==> config.mk <==
export PLATFORM = sky130hd
export DESIGN_NAME = hd_frame_acc
export DESIGN_NICKNAME = d
export VERILOG_FILES = /design/src/rtl/hd_frame_acc.sv
export SDC_FILE = /design/constraint.sdc
export NUM_CORES = 1
export LEC_CHECK = 0
export BUFFER_PORTS_ARGS = -buffer_cell sky130_fd_sc_hd__buf_2
export CORE_MARGIN = 10
export CORE_UTILIZATION = 50
export CTS_CLUSTER_SIZE = 20
export DETAILED_ROUTE_END_ITERATION = 16
export PLACE_DENSITY = 0.73
export SYNTH_ARGS = -nofsm -noshare
export SYNTH_HDL_FRONTEND = slang
export SYNTH_SLANG_ARGS = --single-unit
==> constraint.sdc <==
create_clock -name clk -period 6.95 [get_ports clk]
set_input_delay 1.39 -clock clk [delete_from_list [all_inputs] [get_ports clk]]
set_output_delay 1.39 -clock clk [all_outputs]
set_load 0.05 [all_outputs]
==> src/rtl/hd_frame_acc.sv <==
// Purpose: streaming Hamming(7,4)/SECDED(8,4) pair decoder with per-frame weighted accumulation.
// Latency: out_valid pulses 2 clk edges after the edge that samples the frame's last codeword.
// Backpressure: none; in_valid gaps simply stall the pairing FSM and frame counter.
module hd_frame_acc #(
    parameter int  PAIRS  = 4,
    parameter int  SECDED = 0,
    localparam int CW_W   = 7 + ((SECDED != 0) ? 1 : 0),
    localparam int ACC_W  = 6 + $clog2(PAIRS),
    localparam int CNT_W  = $clog2(2 * PAIRS + 1)
) (
    input  logic             clk,
    input  logic             rst_n,
    input  logic             in_valid,
    input  logic [CW_W-1:0]  code_word,
    output logic             out_valid,
    output logic [ACC_W-1:0] out_sum,
    output logic [CNT_W-1:0] corr_cnt,
    output logic             dbl_err
);

    localparam bit SD   = (SECDED != 0);
    localparam int PC_W = (PAIRS > 1) ? $clog2(PAIRS) : 1;

    // Per-word decode result: corrected data, error-bit selector, status.
    typedef struct packed {
        logic [3:0] c;
        logic       eb;
        logic       corr;
        logic       dbl;
    } dec_t;

    typedef enum logic {
        S_W1,
        S_W2
    } state_t;

    // Syndrome decode of one codeword. Parity bits live at positions 4..6,
    // so a syndrome pointing there leaves the data nibble untouched.
    function automatic dec_t decode(input logic [CW_W-1:0] x);
        dec_t       d;
        logic [2:0] syn;
        logic [2:0] pos;
        logic       p_all;
        syn = {x[6] ^ x[3] ^ x[2] ^ x[1],
               x[5] ^ x[3] ^ x[2] ^ x[0],
               x[4] ^ x[3] ^ x[1] ^ x[0]};
        case (syn)
            3'b110:  pos = 3'd2;
            3'b101:  pos = 3'd1;
            3'b011:  pos = 3'd0;
            3'b111:  pos = 3'd3;
            3'b001:  pos = 3'd4;
            3'b010:  pos = 3'd5;
            default: pos = 3'd6;
        endcase
        d.eb  = x[pos];
        d.c   = x[3:0];
        if ((syn != 3'b000) && (pos < 3'd4)) begin
            d.c[pos[1:0]] = ~x[pos];
        end
        p_all = ^x;
        if (SD) begin
            // Odd overall parity means a single (possibly bit-7) error;
            // a syndrome with even parity means two bits flipped.
            d.corr = p_all;
            d.dbl  = (syn != 3'b000) && !p_all;
        end else begin
            d.corr = (syn != 3'b000);
            d.dbl  = 1'b0;
        end
        return d;
    endfunction

    state_t          state, state_nxt;
    logic [PC_W-1:0] pair_cnt, pair_cnt_nxt;
    logic            pair_done;
    logic            frame_first;
    logic            frame_last;
    logic [CW_W-1:0] w1_dat;
    dec_t            dec1, dec2;

    // Stage 1 registers
    logic            s1_vld;
    logic            s1_first;
    logic            s1_last;
    logic [3:0]      s1_c1, s1_c2;
    logic            s1_eb1, s1_eb2;
    logic [1:0]      s1_corr;
    logic            s1_dbl;

    // Stage 2 registers
    logic signed [ACC_W-1:0] acc;
    logic [CNT_W-1:0]        corr_acc;
    logic                    dbl_acc;
    logic                    s2_last;

    logic signed [5:0] c1e, c2e, term;

    assign dec1 = decode(w1_dat);
    assign dec2 = decode(code_word);

    // Pairing FSM and pair-within-frame counter state.
    always_ff @(posedge clk or negedge rst_n) begin
        if (!rst_n) begin
            state    <= S_W1;
            pair_cnt <= '0;
        end else begin
            state    <= state_nxt;
            pair_cnt <= pair_cnt_nxt;
        end
    end

    // Next-state: advance only on valid words; wrap the pair counter per frame.
    always_comb begin
        state_nxt    = state;
        pair_cnt_nxt = pair_cnt;
        pair_done    = 1'b0;
        frame_first  = (pair_cnt == '0);
        frame_last   = (pair_cnt == PC_W'(PAIRS - 1));
        if (in_valid) begin
            case (state)
                S_W1: begin
                    state_nxt = S_W2;
                end
                S_W2: begin
                    state_nxt    = S_W1;
                    pair_done    = 1'b1;
                    pair_cnt_nxt = frame_last ? '0 : pair_cnt + PC_W'(1);
                end
                default: begin
                    state_nxt = S_W1;
                end
            endcase
        end
    end

    // Hold the first word of a pair until its partner arrives.
    always_ff @(posedge clk or negedge rst_n) begin
        if (!rst_n) begin
            w1_dat <= '0;
        end else if (in_valid && (state == S_W1)) begin
            w1_dat <= code_word;
        end
    end

    // Stage 1: capture both decode results of the pair just completed.
    always_ff @(posedge clk or negedge rst_n) begin
        if (!rst_n) begin
            s1_vld   <= 1'b0;
            s1_first <= 1'b0;
            s1_last  <= 1'b0;
            s1_c1    <= '0;
            s1_c2    <= '0;
            s1_eb1   <= 1'b0;
            s1_eb2   <= 1'b0;
            s1_corr  <= '0;
            s1_dbl   <= 1'b0;
        end else begin
            s1_vld <= pair_done;
            if (pair_done) begin
                s1_first <= frame_first;
                s1_last  <= frame_last;
                s1_c1    <= dec1.c;
                s1_c2    <= dec2.c;
                s1_eb1   <= dec1.eb;
                s1_eb2   <= dec2.eb;
                s1_corr  <= {1'b0, dec1.corr} + {1'b0, dec2.corr};
                s1_dbl   <= dec1.dbl | dec2.dbl;
            end
        end
    end

    assign c1e = 6'($signed(s1_c1));
    assign c2e = 6'($signed(s1_c2));

    // Pair term weighted by the two error-bit selectors; uncorrectable pairs add nothing.
    always_comb begin
        term = '0;
        case ({s1_eb1, s1_eb2})
            2'b00:   term = (c1e <<< 1) + c2e;
            2'b01:   term = (c1e <<< 1) - c2e;
            2'b10:   term = c1e - (c2e <<< 1);
            default: term = c1e + (c2e <<< 1);
        endcase
        if (s1_dbl) begin
            term = '0;
        end
    end

    // Stage 2: accumulate; the first pair of a frame reloads instead of adding.
    always_ff @(posedge clk or negedge rst_n) begin
        if (!rst_n) begin
            acc      <= '0;
            corr_acc <= '0;
            dbl_acc  <= 1'b0;
            s2_last  <= 1'b0;
        end else begin
            s2_last <= s1_vld & s1_last;
            if (s1_vld) begin
                acc      <= (s1_first ? ACC_W'(0) : acc) + ACC_W'(term);
                corr_acc <= (s1_first ? CNT_W'(0) : corr_acc) + CNT_W'(s1_corr);
                dbl_acc  <= (s1_first ? 1'b0 : dbl_acc) | s1_dbl;
            end
        end
    end

    // Output register: present the frame result for exactly one cycle, zero otherwise.
    always_ff @(posedge clk or negedge rst_n) begin
        if (!rst_n) begin
            out_valid <= 1'b0;
            out_sum   <= '0;
            corr_cnt  <= '0;
            dbl_err   <= 1'b0;
        end else begin
            out_valid <= s2_last;
            out_sum   <= s2_last ? acc : '0;
            corr_cnt  <= s2_last ? corr_acc : '0;
            dbl_err   <= s2_last & dbl_acc;
        end
    end

endmodule
==> results of run 1 <==
-- logic make-up after synthesis --
logic type,share of synthesized area (%)
other,0.09594
buffers and inverters,6.114
adders and majority gates,10.56
muxes,5.058
and+or+nand+nor,17.48
AOI/OAI and AO/OA,16.42
xor gates and xnor gates,11.62
DFF,32.65
-- registers in the layout, summed over array words and instances (netlist names) --
signal     cells
acc            8
out_sum        8
w1_dat         7
corr_acc       4
corr_cnt       4
s1_c1          4
s1_c2          4
pair_cnt       2
s1_corr        2
out_valid      1
s1_eb1         1
s1_eb2         1
s1_first       1
s1_last        1
s1_vld         1
s2_last        1
state          1
-- path summary, 6_finish.rpt --
path / start / to / slack (ns)
min in group asynchronous: rst_n / out_sum[7]$_DFF_PN0_ / 1.17
hold reg to reg: s1_last$_DFFE_PN0P_ / s1_last$_DFFE_PN0P_ / 0.48
max in group asynchronous: rst_n / s1_c2[3]$_DFFE_PN0P_ / 5.35
setup / recovery: s1_eb1$_DFFE_PN0P_ / acc[7]$_DFFE_PN0P_ / 3.47
setup reg to reg: s1_eb1$_DFFE_PN0P_ / acc[7]$_DFFE_PN0P_ / 3.47
hold / removal: s1_last$_DFFE_PN0P_ / s1_last$_DFFE_PN0P_ / 0.48
-- cell type report --
type,instances,area (sq um),area share [%]
sequential,51,1276,31.19
inverter,21,78.83,1.927
multi-input combinational,320,2394,58.50
tap,102,127.6,3.119
clock inverter,3,28.78,0.7034
clock buffer,5,68.82,1.682
timing repair buffer,23,117.6,2.875
-- critical path, cell delays in order (launching register included) --
cell	delay [ns]
dfrtp_1	0.61
nand2b_1	0.16
o21ai_0	0.34
inv_1	0.09
ha_1	0.29
a21o_1	0.16
a21oi_1	0.16
xor2_1	0.17
a21oi_1	0.09
ha_1	0.35
a21boi_0	0.17
o41ai_2	0.33
xnor2_2	0.17
mux2i_1	0.21
nand3_1	0.08
-- layout by cell type, fill, tap and decap left out, types with 2 or more instances in the layout --
master	count
clkinv_4	2
and2_1	13
o31ai_1	4
o21ai_1	6
nand2b_1	9
nor2_1	17
ha_1	25
inv_1	21
a21oi_1	24
mux2i_1	4
clkbuf_8	5
or3_1	4
fa_1	5
and3_2	2
a31oi_1	2
a22o_2	2
nand2_1	40
xnor2_1	17
dfrtp_1	51
and3_1	4
o21ai_2	2
buf_2	22
xor2_1	15
nor3_1	8
o221ai_1	3
mux2_2	14
a21o_1	6
nand3b_1	2
nand3_1	17
nor2b_1	17
xor2_2	5
o21ai_0	26
o311ai_2	3
o211ai_1	3
a21oi_2	2
xnor2_2	4
-- cells in the mapped netlist (all sizes together) --
master  count  share of area (%)
conb        1              0.096
a211oi      1               0.19
o211ai      5                1.4
and3        6                1.0
fa          5                2.6
mux2i       4                1.0
buf        17                3.3
o41ai       1               0.42
o221ai      3               0.67
a22o        2               0.51
xor2       21                6.1
ha         25                8.0
a21boi      1               0.19
a221oi      1               0.38
o22ai       1               0.16
nand2b      9                1.4
a21oi      26                3.5
or3         4               0.64
o311ai      3                1.2
mux2       14                4.0
a31oi       2               0.32
inv        21                2.0
o21a        1               0.19
nand3      18                2.4
nor3        9                1.3
nor2b      17                2.7
nor2       17                1.6
nand2      40                3.8
nand3b      2               0.38
a21o        6                1.2
dfrtp      51                 33
clkbuf      8               0.77
o31ai       4               0.77
and2       13                2.1
a31o        1               0.22
a32oi       1               0.22
a221o       1               0.26
xnor2      21                5.5
o21ai      34                4.5
-- metrics by stage --
stage                     instances  setup slack [ns]
after floorplan                 417             3.733
final                           525             3.470
after CTS                       525             3.471
after global placement          517             3.641
after global routing            525             3.149
after detailed placement        517             3.493
-- layer usage --
metal | share of wire, % | track usage [%] | wire, um | vias up
li1 | - | - | - | 1432
met1 | 46 | 15.44 | 3275 | 1312
met2 | 48 | 21.38 | 3424 | 42
met3 | 4.6 | 2.915 | 325 | 8
met4 | 1.4 | 3.578 | 99 | 0
met5 | 0 | 0 | 0 | -
==> metrics.csv, run 1 <==
stage,metric,value,unit
clock_tree,Clock Path Buffers,2,
clock_tree,clock-pin slew on the worst setup and hold paths,0.11,ns
timing,final setup vio count,0,
route,DRT iter0 DRCs,140,
clock_tree,"Gates resized, CTS repair",0,
global_routing,Congestion Overflow GR,0,
floorplan,Die Y,108.4,um
timing,Tcrit/Tclk final,50.07,%
critical_path,R2R depth,14,
timing,Slew HR,53.96,%
synthesis,"Cell Area, Synth",3909,sq um
route,Avg WL per Cell,13.57,um
placement,dpl cell area,3994,sq um
route,Final ANT Viol Nets,0,
route,First-pass DRT Iterations,4,
critical_path,Worst setup SP type,flip-flop,
finish,share of cells above drive strength 1,17.26,%
synthesis,post-synth net total,457,
timing,final hold violations,0,
clock_tree,CTS tree,done,
timing,skew final,0.009287,ns
global_routing,pin count of the biggest net entering global routing,52,
status,status,completed,
floorplan,core area,7647,sq um
critical_path,critical path class,reg2reg,
clock_tree,CTS Buf Count,5,
floorplan,die width,108.4,um
timing,Setup TNS Final,0,ns
min_path,Hold Crit Class,reg2reg,
finish,antenna fix cells,0,
route,total number of vias,2794,
run,Max-Cap Viols,0,
synthesis,Cells after Synth,417,
route,DR vias/cell,5.322,
floorplan,# IOs,24,
placement,DP Wirelength,5309,um
min_path,Worst Hold Path Cells,2,
timing,Final min period,3.480,ns
global_routing,initial antenna violation count,0,
timing,Slew @ Worst Pin,0.6899,ns
floorplan,Initial Util,51.11,%
finish,Area Growth Syn to Fin,4.673,%
timing,Min Hold Slack,0.4812,ns
clock_tree,H-tree Lvls,2,
critical_path,Setup crit end kind,flip-flop,
finish,Filler Cell Count,685,
placement,input/output buffers,22,
clock_tree,# clock sinks,51,
synthesis,Yosys cell types,53,
timing,maximum clock frequency,287.3,MHz
synthesis,synthesized area per cell,9.373,sq um
floorplan,number of core rows,32,
placement,gpl congestion,0.8410,
clock_tree,root buf cell,clkbuf_8,
synthesis,sequential cell area fraction in the yosys report,32.65,%
global_routing,first-pass GRT wire length,12350,um
route,# DRC,0,
clock_tree,"Clk Latency, worst-skew pair",0.32,ns
global_routing,vias in the first global route,2706,
finish,nets@finish,462,
critical_path,WP data arrival,3.68,ns
floorplan,Die Footprint,11750,sq um
clock_tree,post-CTS setup buffers,0,
route,final WL,7125,um
finish,final core utilization,53.50,%
timing,RSZ-0062 raised after global routing,no,
timing,Max Slew Vio Count,0,
critical_path,crit-path max FO,14,
synthesis,yosys synthesis warning count,0,
global_routing,global-route usage over all layers,12.53,%
finish,finished layout cell area,4091,sq um
critical_path,WP data required,7.15,ns
synthesis,Synth Register Bits,51,
clock_tree,Hold Buf Count CTS,0,
Power of run 1 is left out: the tool's default activity adds up to more than one toggle a clock period on the data nets, which glitch-free logic cannot reach.
==> inputs of run 2 (changes only) <==
--- a/config.mk
+++ b/config.mk
@@ -5,6 +5,7 @@
 export SDC_FILE = /design/constraint.sdc
 export NUM_CORES = 1
 export LEC_CHECK = 0
+export ABC_AREA = 1
 export BUFFER_PORTS_ARGS = -buffer_cell sky130_fd_sc_hd__buf_2
 export CORE_MARGIN = 10
 export CORE_UTILIZATION = 50
==> constraint.sdc (replaced) <==
create_clock -name clk -period 3.3 [get_ports clk]
set_input_delay 0.66 -clock clk [delete_from_list [all_inputs] [get_ports clk]]
set_output_delay 0.66 -clock clk [all_outputs]
set_load 0.05 [all_outputs]
==> metrics.csv, run 2 <==
stage,metric,value,unit
status,status,completed,
global_routing,Congestion Overflow GR,0,
clock_tree,CTS Buf Count,5,
critical_path,crit path cell chain,"inv_2, ha_2, nand2_1, o21ai_2, fa_2, a22oi_1, o21ai_1, inv_2, ha_4, nand2_1, nand2_1, a21oi_2, or2_4, nand2_2, a21oi_1, or2_2, nand3_1, o21ai_1",
synthesis,Area contributors post-synth,"dfrtp_1 35%, nand2_1 15%, ha_1 8.5%",
synthesis,commonest cells in the synthesized netlist,"144 x nand2_1, 76 x inv_1, 51 x dfrtp_1",
run,Max-Cap Viols,0,
synthesis,post-synth net total,550,
finish,antenna fix cells,0,
floorplan,Die Y,105.7,um
synthesis,synthesized area per cell,7.205,sq um
timing,maximum clock frequency,313.6,MHz
critical_path,Worst path slowest cell,fa_2,
global_routing,first-pass GRT wire length,13210,um
route,DR vias/cell,5.061,
clock_tree,clock-pin slew on the worst setup and hold paths,0.10,ns
timing,final hold violations,0,
global_routing,GRT busiest layer,met2,
clock_tree,H-tree Lvls,2,
finish,"non-filler cells, final",641,
global_routing,met2 GRT Util,23.85,%
floorplan,Die Footprint,11180,sq um
route,First-pass DRT Iterations,4,
finish,share of cells above drive strength 1,19.56,%
synthesis,Yosys cell types,35,
floorplan,# IOs,24,
synthesis,"EDFF count, synth",0,
synthesis,Cells after Synth,510,
synthesis,post-synth top area share,34.73,%
floorplan,Initial Util,50.94,%
critical_path,"Top cell by count, worst path",nand2_1,
route,total number of vias,3244,
route,Final ANT Viol Nets,0,
clock_tree,Hold Buf Count CTS,0,
floorplan,number of core rows,31,
global_routing,initial antenna violation count,0,
critical_path,critical path's largest stage delay,0.58,ns
floorplan,die width,105.7,um
global_routing,pin count of the biggest net entering global routing,30,
route,final WL,7610,um
clock_tree,Clock Path Buffers,2,
timing,Max Slew Vio Count,0,
timing,Slew @ Worst Pin,0.6071,ns
critical_path,Worst setup SP type,flip-flop,
critical_path,WP data arrival,3.36,ns
finish,Area Growth Syn to Fin,11.47,%
placement,gpl congestion,0.8884,
synthesis,"Cell Area, Synth",3675,sq um
floorplan,core area,7214,sq um
clock_tree,root buf cell,clkbuf_8,
timing,post-route worst setup slack,0.1112,ns
finish,nets@finish,581,
critical_path,crit-path max FO,4,
timing,Tcrit/Tclk final,96.63,%
route,DRT iter0 DRCs,203,
timing,Setup TNS Final,0,ns
global_routing,met1 usage,15.89,%
timing,Slew HR,59.53,%
route,Avg WL per Cell,11.87,um
clock_tree,CTS tree,done,
global_routing,met3 GRT Util,3.471,%
synthesis,Synth Register Bits,51,
critical_path,WP data required,3.47,ns
synthesis,post-synth top area cell,dfrtp_1,
finish,"most common cell after layout, fill and taps aside",nand2_1,
placement,input/output buffers,22,
synthesis,share of flip-flops with an asynchronous set or reset,100.0,%
timing,skew final,0.008979,ns
timing,final setup vio count,0,
placement,Placed Cells,631,
timing,Final min period,3.189,ns
route,# DRC,0,
placement,DP Wirelength,5997,um
min_path,Hold Crit Class,in2async,
finish,most frequent cells in the layout,"143 x nand2_1, 73 x inv_1, 51 x dfrtp_1, 34 x nor2_1, 31 x nand3_1",
global_routing,global-route usage over all layers,13.63,%
synthesis,sequential cell area fraction in the yosys report,34.73,%
synthesis,top-count cell post-synth,nand2_1,
finish,Largest regs,"acc x8, out_sum x8, w1_dat x7",
clock_tree,"Clk Latency, worst-skew pair",0.31,ns
clock_tree,# clock sinks,51,
placement,post-place setup slack,-0.03414,ns
critical_path,critical path class,reg2reg,
finish,Filler Cell Count,697,
synthesis,yosys synthesis warning count,0,
global_routing,vias in the first global route,3097,
critical_path,Setup crit end kind,flip-flop,
synthesis,ys flop type,dfrtp_1,
-- run 2: changes by cell type in the layout (fill, tap and decap cells not counted), sizes merged, moves of 9 or more --
cell | before | now
inv | 22 | 88
a21oi | 26 | 14
mux2 | 14 | 0
nand2 | 40 | 170
xor2 | 21 | 4
buf | 23 | 33
nor2 | 17 | 45
and2 | 13 | 0
nor2b | 17 | 0
nand3 | 18 | 31
xnor2 | 21 | 4
nand2b | 9 | 0
-- run 2: routing by layer --
| metal | vias to the layer above | wire [um] |
|---|---|---|
| li1 | 1651 | - |
| met1 | 1505 | 3271 |
| met2 | 73 | 3820 |
| met3 | 15 | 358 |
| met4 | 0 | 159 |
| met5 | - | 0 |
-- run 2: final cells by class --
class,count,area (sq um),share of cell area [%]
Multi-Input combinational cell,362,2069,50.52
Sequential cell,51,1276,31.15
Inverter,88,330.3,8.064
Timing Repair Buffer,33,192.7,4.704
Tap cell,99,123.9,3.024
Clock buffer,7,96.34,2.352
Clock inverter,1,7.507,0.1833
-- run 2: worst max-delay path, delay by kind of cell, from the launching register on --
| family | cells | cell delay [ns] |
|---|---|---|
| DFF | 1 | 0.41 |
| buffers and inverters | 2 | 0.16 |
| AOI/OAI and AO/OA | 6 | 0.50 |
| and+or+nand+nor | 7 | 0.87 |
| adders and majority gates | 3 | 1.13 |
-- run 2: final timing paths --
| kind | from | endpoint | slack, ns | cells after the start |
|---|---|---|---|---|
| min reg2reg | acc[3]$_DFFE_PN0P_ | out_sum[3]$_DFF_PN0_ | 0.46 | 2 |
| max reg2reg | s1_c2[0]$_DFFE_PN0P_ | acc[6]$_DFFE_PN0P_ | 0.11 | 18 |
| min in group clk | acc[3]$_DFFE_PN0P_ | out_sum[3]$_DFF_PN0_ | 0.46 | 2 |
| max | s1_c2[0]$_DFFE_PN0P_ | acc[6]$_DFFE_PN0P_ | 0.11 | 18 |
| max in group asynchronous | rst_n | w1_dat[5]$_DFFE_PN0P_ | 2.33 | 2 |
| min | rst_n | acc[0]$_DFFE_PN0P_ | 0.35 | 1 |
-- run 2: through the flow --
step / util (%) / hold slack, ns / instance area (sq um)
CTS: 55.88 / 0.3779 / 4031
detailed placement: 54.44 / 0.4474 / 3928
global route: 56.78 / 0.4025 / 4096
finish: 56.78 / 0.3536 / 4096
global placement: 54.44 / 0.4401 / 3928
floorplan: - / 0.3644 / 3675
-- run 2: cell families after synthesis --
logic type / synth area share, %
other: 0.1020
flip-flops: 34.73
AO/OA/AOI/OAI: 9.363
AND/OR/NAND/NOR: 32.35
XOR/XNOR: 1.907
adder cells (fa/ha/maj): 11.24
buffers and inverters: 10.32
-- run 2: repair_timing --
item / CTS / global route
buffers inserted: 0 / 2
pin swaps: 0 / 5
setup endpoints to repair: 1 / 2
resized for setup: 1 / 15
Power of run 2 is left out for the same reason.
